## src/rtl/m68k_rom_bus_ctl.sv

```systemverilog
// 68040 boot-ROM bus-cycle front end: claims TS cycles in the ROM region and
// turns them into longword strobe/ack read requests, answering with TA/TEA/TBI.
module m68k_rom_bus_ctl #(
  parameter logic [3:0] BASE     = 4'h0,
  parameter int         TIMEOUT  = 1023,
  parameter bit         BURST_EN = 1'b1
) (
  input  logic        clk,
  input  logic        rst,
  input  logic [31:0] a,
  input  logic        ts,
  input  logic        tip,
  input  logic        rw,
  input  logic [1:0]  siz,
  input  logic [1:0]  tt,
  output logic        ta,
  output logic        tea,
  output logic        tbi,
  output logic        d_oe,
  output logic [31:0] d,
  output logic        rd_cyc,
  output logic        rd_stb,
  output logic [29:0] rd_addr,
  input  logic        rd_ack,
  input  logic        rd_err,
  input  logic [31:0] rd_data
);

  localparam logic [9:0] TIMEOUT_C = 10'(TIMEOUT);
  localparam logic [1:0] SIZ_LINE  = 2'b11;

  typedef enum logic [2:0] {IDLE, REQ, WAIT, BEAT, ERR} state_t;

  state_t      state_r, state_nxt_s;
  logic        rw_r, rw_nxt_s;
  logic [1:0]  siz_r, siz_nxt_s;
  logic [1:0]  beat_r, beat_nxt_s;
  logic [9:0]  timer_r, timer_nxt_s;
  logic [31:0] d_r, d_nxt_s;
  logic [29:0] rd_addr_r, rd_addr_nxt_s;
  logic        ta_r, tea_r, tbi_r, d_oe_r, rd_cyc_r, rd_stb_r;
  logic        ta_s, tea_s, tbi_s, d_oe_s, rd_cyc_s, rd_stb_s;
  logic        claim_s, burst_s;
  logic        unused_ok_s;

  // tip and the byte-lane address bits carry no information for a longword ROM
  assign unused_ok_s = ^{tip, a[1:0]};

  assign claim_s = (ts == 1'b0) && (a[31:28] == BASE) && (tt == 2'b00);
  assign burst_s = rw_r && (siz_r == SIZ_LINE) && (BURST_EN == 1'b1);

  // Next-state, latch updates and the next value of every registered output
  always_comb begin
    state_nxt_s   = state_r;
    rw_nxt_s      = rw_r;
    siz_nxt_s     = siz_r;
    beat_nxt_s    = beat_r;
    timer_nxt_s   = timer_r;
    d_nxt_s       = d_r;
    rd_addr_nxt_s = rd_addr_r;
    case (state_r)
      IDLE: begin
        if (claim_s) begin
          rd_addr_nxt_s = a[31:2];
          rw_nxt_s      = rw;
          siz_nxt_s     = siz;
          beat_nxt_s    = 2'd0;
          state_nxt_s   = rw ? REQ : ERR;
        end else begin
          state_nxt_s = IDLE;
        end
      end
      REQ: begin
        timer_nxt_s = 10'd0;
        state_nxt_s = WAIT;
      end
      WAIT: begin
        if (rd_err) begin
          state_nxt_s = ERR;
        end else if (rd_ack) begin
          d_nxt_s     = rd_data;
          state_nxt_s = BEAT;
        end else if (timer_r == TIMEOUT_C) begin
          state_nxt_s = ERR;
        end else begin
          timer_nxt_s = timer_r + 10'd1;
        end
      end
      BEAT: begin
        // line bursts wrap inside the 16-byte line, upper address fixed
        if (burst_s && (beat_r != 2'd3)) begin
          rd_addr_nxt_s[1:0] = rd_addr_r[1:0] + 2'd1;
          beat_nxt_s         = beat_r + 2'd1;
          state_nxt_s        = REQ;
        end else begin
          state_nxt_s = IDLE;
        end
      end
      ERR:     state_nxt_s = IDLE;
      default: state_nxt_s = IDLE;
    endcase

    rd_stb_s = (state_nxt_s == REQ);
    rd_cyc_s = (state_nxt_s == REQ) || (state_nxt_s == WAIT) || (state_nxt_s == BEAT);
    ta_s     = (state_nxt_s != BEAT);
    d_oe_s   = (state_nxt_s != BEAT);
    tea_s    = (state_nxt_s != ERR);
    tbi_s    = !((state_nxt_s == BEAT) && rw_nxt_s && (siz_nxt_s == SIZ_LINE) &&
                 (BURST_EN == 1'b0));
  end

  // State, latched cycle attributes and registered bus outputs
  always_ff @(posedge clk) begin
    if (!rst) begin
      state_r   <= IDLE;
      rw_r      <= 1'b0;
      siz_r     <= 2'b00;
      beat_r    <= 2'd0;
      timer_r   <= 10'd0;
      d_r       <= 32'd0;
      rd_addr_r <= 30'd0;
      ta_r      <= 1'b1;
      tea_r     <= 1'b1;
      tbi_r     <= 1'b1;
      d_oe_r    <= 1'b1;
      rd_cyc_r  <= 1'b0;
      rd_stb_r  <= 1'b0;
    end else begin
      state_r   <= state_nxt_s;
      rw_r      <= rw_nxt_s;
      siz_r     <= siz_nxt_s;
      beat_r    <= beat_nxt_s;
      timer_r   <= timer_nxt_s;
      d_r       <= d_nxt_s;
      rd_addr_r <= rd_addr_nxt_s;
      ta_r      <= ta_s;
      tea_r     <= tea_s;
      tbi_r     <= tbi_s;
      d_oe_r    <= d_oe_s;
      rd_cyc_r  <= rd_cyc_s;
      rd_stb_r  <= rd_stb_s;
    end
  end

  assign ta      = ta_r;
  assign tea     = tea_r;
  assign tbi     = tbi_r;
  assign d_oe    = d_oe_r;
  assign d       = d_r;
  assign rd_cyc  = rd_cyc_r;
  assign rd_stb  = rd_stb_r;
  assign rd_addr = rd_addr_r;

endmodule

```

## config.mk

```make
export PLATFORM = sky130hd
export DESIGN_NAME = m68k_rom_bus_ctl
export DESIGN_NICKNAME = d
export VERILOG_FILES = /design/src/rtl/m68k_rom_bus_ctl.sv
export SDC_FILE = /design/constraint.sdc
export NUM_CORES = 1
export LEC_CHECK = 0
export ABC_CLOCK_PERIOD_IN_PS = 1860
export BUFFER_PORTS_ARGS = -buffer_cell sky130_fd_sc_hd__buf_2
export CORE_UTILIZATION = 48
export CTS_BUF_LIST = sky130_fd_sc_hd__clkbuf_4 sky130_fd_sc_hd__clkbuf_8
export DETAILED_ROUTE_END_ITERATION = 10
export PLACE_DENSITY = 0.81
export SETUP_SLACK_MARGIN = 0.5
export SLEW_MARGIN = 20
export SYNTH_ARGS = -nofsm -noshare
export SYNTH_HDL_FRONTEND = slang
export SYNTH_SLANG_ARGS = --single-unit
```

## constraint.sdc

```tcl
create_clock -name clk -period 1.86 [get_ports clk]
set_clock_uncertainty 0.2 [all_clocks]
set_input_delay 0.093 -clock clk [delete_from_list [all_inputs] [get_ports clk]]
set_output_delay 0.093 -clock clk [all_outputs]
set_load 0.02 [all_outputs]
```

After elaboration in Yosys (flattened, before gate mapping)
Index checks and enable logic that the tools add are counted.

Register bits after elaboration: 84. Bits of input ports: 75. Output and inout bits: 68.

Add/sub/neg operators: 3. Eq/ne operators: 16. Muxes and demuxes: 17. Bitwise logic cells: 2. Reduce and logical (&&, ||, !) cells: 15.

Operator list (count): two-way mux 10 bit (3); case mux 10 bit (2 select lines) (1); two-way mux 3 bit (5); equality test 3 x 2 -> 1 bit, second input constant (4); != test 2 bit, second input constant (6); case mux 3 bit (4 select lines) (1); adder 10 x 1 -> 10 bit, second input constant (1); equality test 10 bit, second input constant (1); two-way mux 2 bit (4); case mux 2 bit (2 select lines) (2); equality test 3 x 1 -> 1 bit, second input constant (2); AND reduction 3 bit (2); adder 2 x 1 -> 2 bit, second input constant (2); logical AND 1 bit (4); zero test 4 bit (1); AND reduction 4 bit (1); nonzero test 2 bit (2); zero test 3 bit (1); != test 3 x 2 -> 1 bit, second input constant (1); != test 3 bit, second input constant (1); equality test 2 bit, second input constant (1); zero test 2 bit (1); logical OR 1 bit (2); NOT 1 bit (2); 2 further kinds (2).

Longest topological paths before layout
Depth in word-level cells: 8. Gate-level depth with buffers: 6. Gate-level depth less buffers: 5.

Least setup slack after synthesis
Ideal clock, no wire load.

Kind: register to register. Start point: register timer_r[0]. End point: register timer_r[2]. Arrival time: 1.415 ns. Slack: 0.174 ns. Stages on the path, launching flop included: 7. Buffers on the path: 1. Clock period less this slack: 1.686 ns. Cell sequence: dfxtp_1 > ha_1 > nand3_1 > nor4_2 > buf_6 > or4_1 > a21oi_1.

Longest elaborated chain between the ends: 5. Elaborated cells between the ends (all ways): 8.

Ends and longest elaborated chain: from (decl) (line 38) `logic [9:0] timer_r, timer_nxt_s;`; from (signal assigned) (line 133) `timer_r <= timer_nxt_s;`; adder 10 x 1 -> 10 bit (line 86) `timer_nxt_s = timer_r + 10'd1;`; two-way mux 10 bit (line 83) `end else if (timer_r == TIMEOUT_C) begin`; two-way mux 10 bit (line 80) `end else if (rd_ack) begin`; two-way mux 10 bit (line 78) `if (rd_err) begin`; case mux 10 bit (2 select lines) (line 61) `case (state_r)`.

Several ways; a longest one is shown, not always the timed one. The select of a mux whose other input is x is not followed. A chain may end at the register's enable or synchronous reset.

Final worst setup path
Start point: register state_r[0]. End point: register d_r[6], in the netlist d[6].

Longest elaborated chain between the ends: 2.

Ends and longest elaborated chain: from (decl) (line 34) `state_t state_r, state_nxt_s;`; from (signal assigned) (line 129) `state_r <= state_nxt_s;`; equality test 3 x 2 -> 1 bit (line 61); AND reduction 3 bit (no line); to (signal assigned) (line 134) `d_r <= d_nxt_s;`; to (decl) (line 39) `logic [31:0] d_r, d_nxt_s;`.

Every way passes these cells.

==> results.txt <==
* Outcome: finished, violations left
- The checks that failed: negative setup slack.
- Once layout is complete, the utilization of the core stands at 0.970.
* Simple-gate share of the synthesized area: 0.256
* TritonCTS sink count: 84
* Iter 0 DRT Violations: 424
- IR analysis of the VDD net gives a maximum drop of 0.000586 V.
- Derived from the worst setup path, the maximum achievable clock frequency is 494 MHz.
- The floorplan step defined a die boundary enclosing 7000 um^2.
* Initial Util: 0.501
* Net switching component of the power: 904 uW
- PortBufs: 138
- Average wire per standard cell: 25.3 um
* Share of the clock period used by the worst path: 1.09
- The H-tree was split into 3 levels.
- The complex-gate fraction of the synthesized area came to 0.164.
- Number of top-level design ports: 143
- In this run the remaining antenna-violating nets after routing total 0.
- For the worst setup path, the data required time is 1.92 ns.
- CTS tree: built
* Setup-violating endpoint count in the final report: 6
* Net count of the mapped netlist: 463
- Buffer depth of the longest clock path: 2
* Share of cell area taken by muxes after synthesis: 0.00313
- Of the total power, the share spent switching nets is 0.228.
- Worst setup SP type: flip-flop
- The worst setup path is captured at a flip-flop.
* Fraction of power consumed by combinational cells: 0.086
- Clock transition at the register clock pins on the worst setup and hold paths after CTS: 0.10 ns
- The number of different library cells used by synthesis comes to 48.
* Synth warnings: 0
- Across all layers, the routed design uses 4506 vias.
- After layout, the minimum clock period comes to 2.02 ns.
- The signal on the critical path passes through nor4b_4 > buf_4 > and2_4 > buf_16 > nand2_4 > a21oi_2.
- After synthesis, the largest family of logic cells by area is simple AND/OR/NAND/NOR gates.
- Of the total synthesized cell area, the portion taken by full adders, half adders and majority gates is 0.00782.
- In the routed design, unresolved DRC markers number 0.
* Post-Place Cell Area: 4060 um^2
- Crit path max-delay cell type: dfxtp_4
* Hold Vio Cnt, Final: 0
* Later-pin clock latency in the skew report: 0.36 ns
- In the synthesized netlist, the number of instances is 386.
- The tightest min-delay check is of the in -> reg type.
- The number of global-route vias before repair is 3650.
- In this run the standard cell core region covers 6390 um^2.
* Pin count of the biggest net entering global routing: 33
- Leakage power: 2.79 nW
* Place WS: 0.0762 ns
- The share of total power dissipated in sequential elements is 0.454.
* First-pass GRT wire length: 17200 um
- TritonCTS Buffers: 9
* Worst-path maximum fanout: 8
* Internal power: 3.05 mW
- After synthesis the netlist holds a flip-flop and latch count of 84.
- Post-synthesis sequential area ratio: 0.525
- Global route overflow: 0
- Post-route setup TNS: -0.306 ns
* Power density relative to cell area: 639 nW/um^2
* Post-synth ARST share: 0
- Area growth, synth to finish: 93.5%
- The synthesized netlist occupies a cell area of 3200 um^2.
* Die Span Y: 83.7 um
* Standard-cell rows: 29
- Worst-case hold slack: 0.0517 ns
* Routed via count divided by cell count: 6.42
- Routability-driven placement finished with a final weighted congestion of 0.844.
- Number of antenna violations at the first check in global routing: 3
* Number of enable-type register cells in the synthesized netlist: 0
* Setup repair after global routing missed its margin: true
- Averaged over all synthesized cells, the footprint is 8.29 um^2.
* Synth Area in XOR/XNOR: 0.00274
- The final layout contains 696 nets.
* Data arrival time of the critical path: 2.08 ns
* Total GRT Usage: 0.309
* Die Span X: 83.7 um
- Worst setup margin: -0.165 ns
- The pre-antenna-repair detailed-routing pass consisted of 6 iterations.
- Number of pins exceeding their max-slew limit in the final report: 0
- Startpoint-to-endpoint class of the critical path: reg -> reg
* Delay-heaviest family, CP: simple AND/OR/NAND/NOR gates
* Primary FF master, synth: dfxtp_1
* Root cell of the clock tree: clkbuf_8
- Max-cap violations in this run came to 0.
- Clock share of power: 0.460
- The HPWL after detailed placement is 5570 um.
* Fraction of final layout cells with drive strength greater than 1: 0.563
* Aggregate routed wire length: 17800 um
- Together, buffers and inverters on the worst path number 2.
* Worst stage delay on the critical path: 0.39 ns
- The finished cells cover 6190 um^2.
-- routing by layer --
metal,vias up,part of all wire,global-route usage
li1,1790,-,-
met1,2064,0.33,0.332
met2,461,0.46,0.584
met3,189,0.11,0.0702
met4,2,0.095,0.111
met5,-,0.00073,0
-- logic make-up (layout without fill, tap and decap cells) --
kind of cell	after synthesis	after routing
compound gates	93	93
mux	1	1
flops	84	84
fa+ha+maj	2	2
other cells	1	2
buf+inv	28	266
xor+xnor	1	1
simple gates	176	176
-- cell usage after synthesis, types with 2 or more instances --
| cell | n | area (um^2) |
|---|---|---|
| and4b_1 | 2 | 20.0 |
| and2_1 | 3 | 18.8 |
| ha_1 | 2 | 25.0 |
| nand3_1 | 8 | 40.0 |
| nand2_1 | 125 | 469 |
| inv_1 | 4 | 15.0 |
| buf_4 | 2 | 15.0 |
| nor2_1 | 8 | 30.0 |
| clkbuf_1 | 15 | 56.3 |
| or4_1 | 7 | 52.6 |
| a21oi_1 | 68 | 340 |
| o21ai_0 | 4 | 20.0 |
| nand4_1 | 2 | 12.5 |
| o21a_1 | 5 | 37.5 |
| nor4_1 | 2 | 12.5 |
| dfxtp_1 | 84 | 1680 |
| o31ai_1 | 5 | 37.5 |
| and3_1 | 5 | 31.3 |
| buf_2 | 6 | 30.0 |
-- placed cells by master, fill, tap and decap left out, types with 5 or more instances in the layout --
cell / n
clkbuf_16: 8
buf_6: 9
buf_12: 6
nand2_2: 15
a21oi_2: 56
buf_2: 139
nand2_1: 67
nor2_1: 5
clkbuf_8: 10
dlygate4sd3_1: 64
a21oi_1: 12
or4_1: 7
dfxtp_1: 74
buf_4: 17
o21a_1: 5
nand2_4: 42
dfxtp_2: 6
-- metrics by stage --
step	std cells	total power, mW
2_1_floorplan	386	1.88
3_3_place_gp	588	1.98
3_5_place_dp	588	1.98
4_1_cts	687	3.82
5_1_grt	702	4.03
6_report	702	3.96
-- registers in the layout, summed over array words and instances, names as in the netlist --
signal	cells
state_r	3
rd_addr	30
siz_r	2
rw_r	1
beat_r	2
rd_cyc	1
tea	1
d_oe	1
timer_r	10
d	32
rd_stb	1
-- power by group through the flow --
stage,clock [mW],sequential (mW),combinational [mW]
5_1_grt,1.88,1.80,0.349
4_1_cts,1.77,1.80,0.251
2_1_floorplan,0,1.85,0.0392
3_3_place_gp,0,1.84,0.140
3_5_place_dp,0,1.84,0.141
6_report,1.82,1.80,0.341
-- what timing repair did --
action                     CTS  global route
gates cloned                 3            11
pin swaps                   17            90
setup buffers               16             3
hold endpoints to repair    71             0
gates resized for setup     35           175
hold buffers                64             0
setup endpoints to repair   84            84
-- worst paths after layout --
path	start	depth (start not counted)	endpoint	slack, ns
max	state_r[0]	6	d[6]	-0.16
min	rst	3	d[22]	0.05
min reg2reg	d[22]	2	d[22]	0.28
max reg2reg	state_r[0]	6	d[6]	-0.16
-- worst register-to-register path, delay by kind of cell, from the launching register on --
family,cells,cell delay (ns)
flops,1,0.39
simple gates,3,0.66
compound gates,1,0.30
buf+inv,2,0.38
-- layout make-up --
class | instances | area [um^2]
diodes | 1 | 2.50
clock buffers | 11 | 145
clock inverters | 5 | 131
fillers | 117 | 191
inverters | 4 | 15.0
multi-input cells | 274 | 2140
flip-flops and latches | 84 | 1700
well taps | 77 | 96.3
repair buffers | 246 | 1960
No activity file was read; power rests on OpenSTA's default activity.
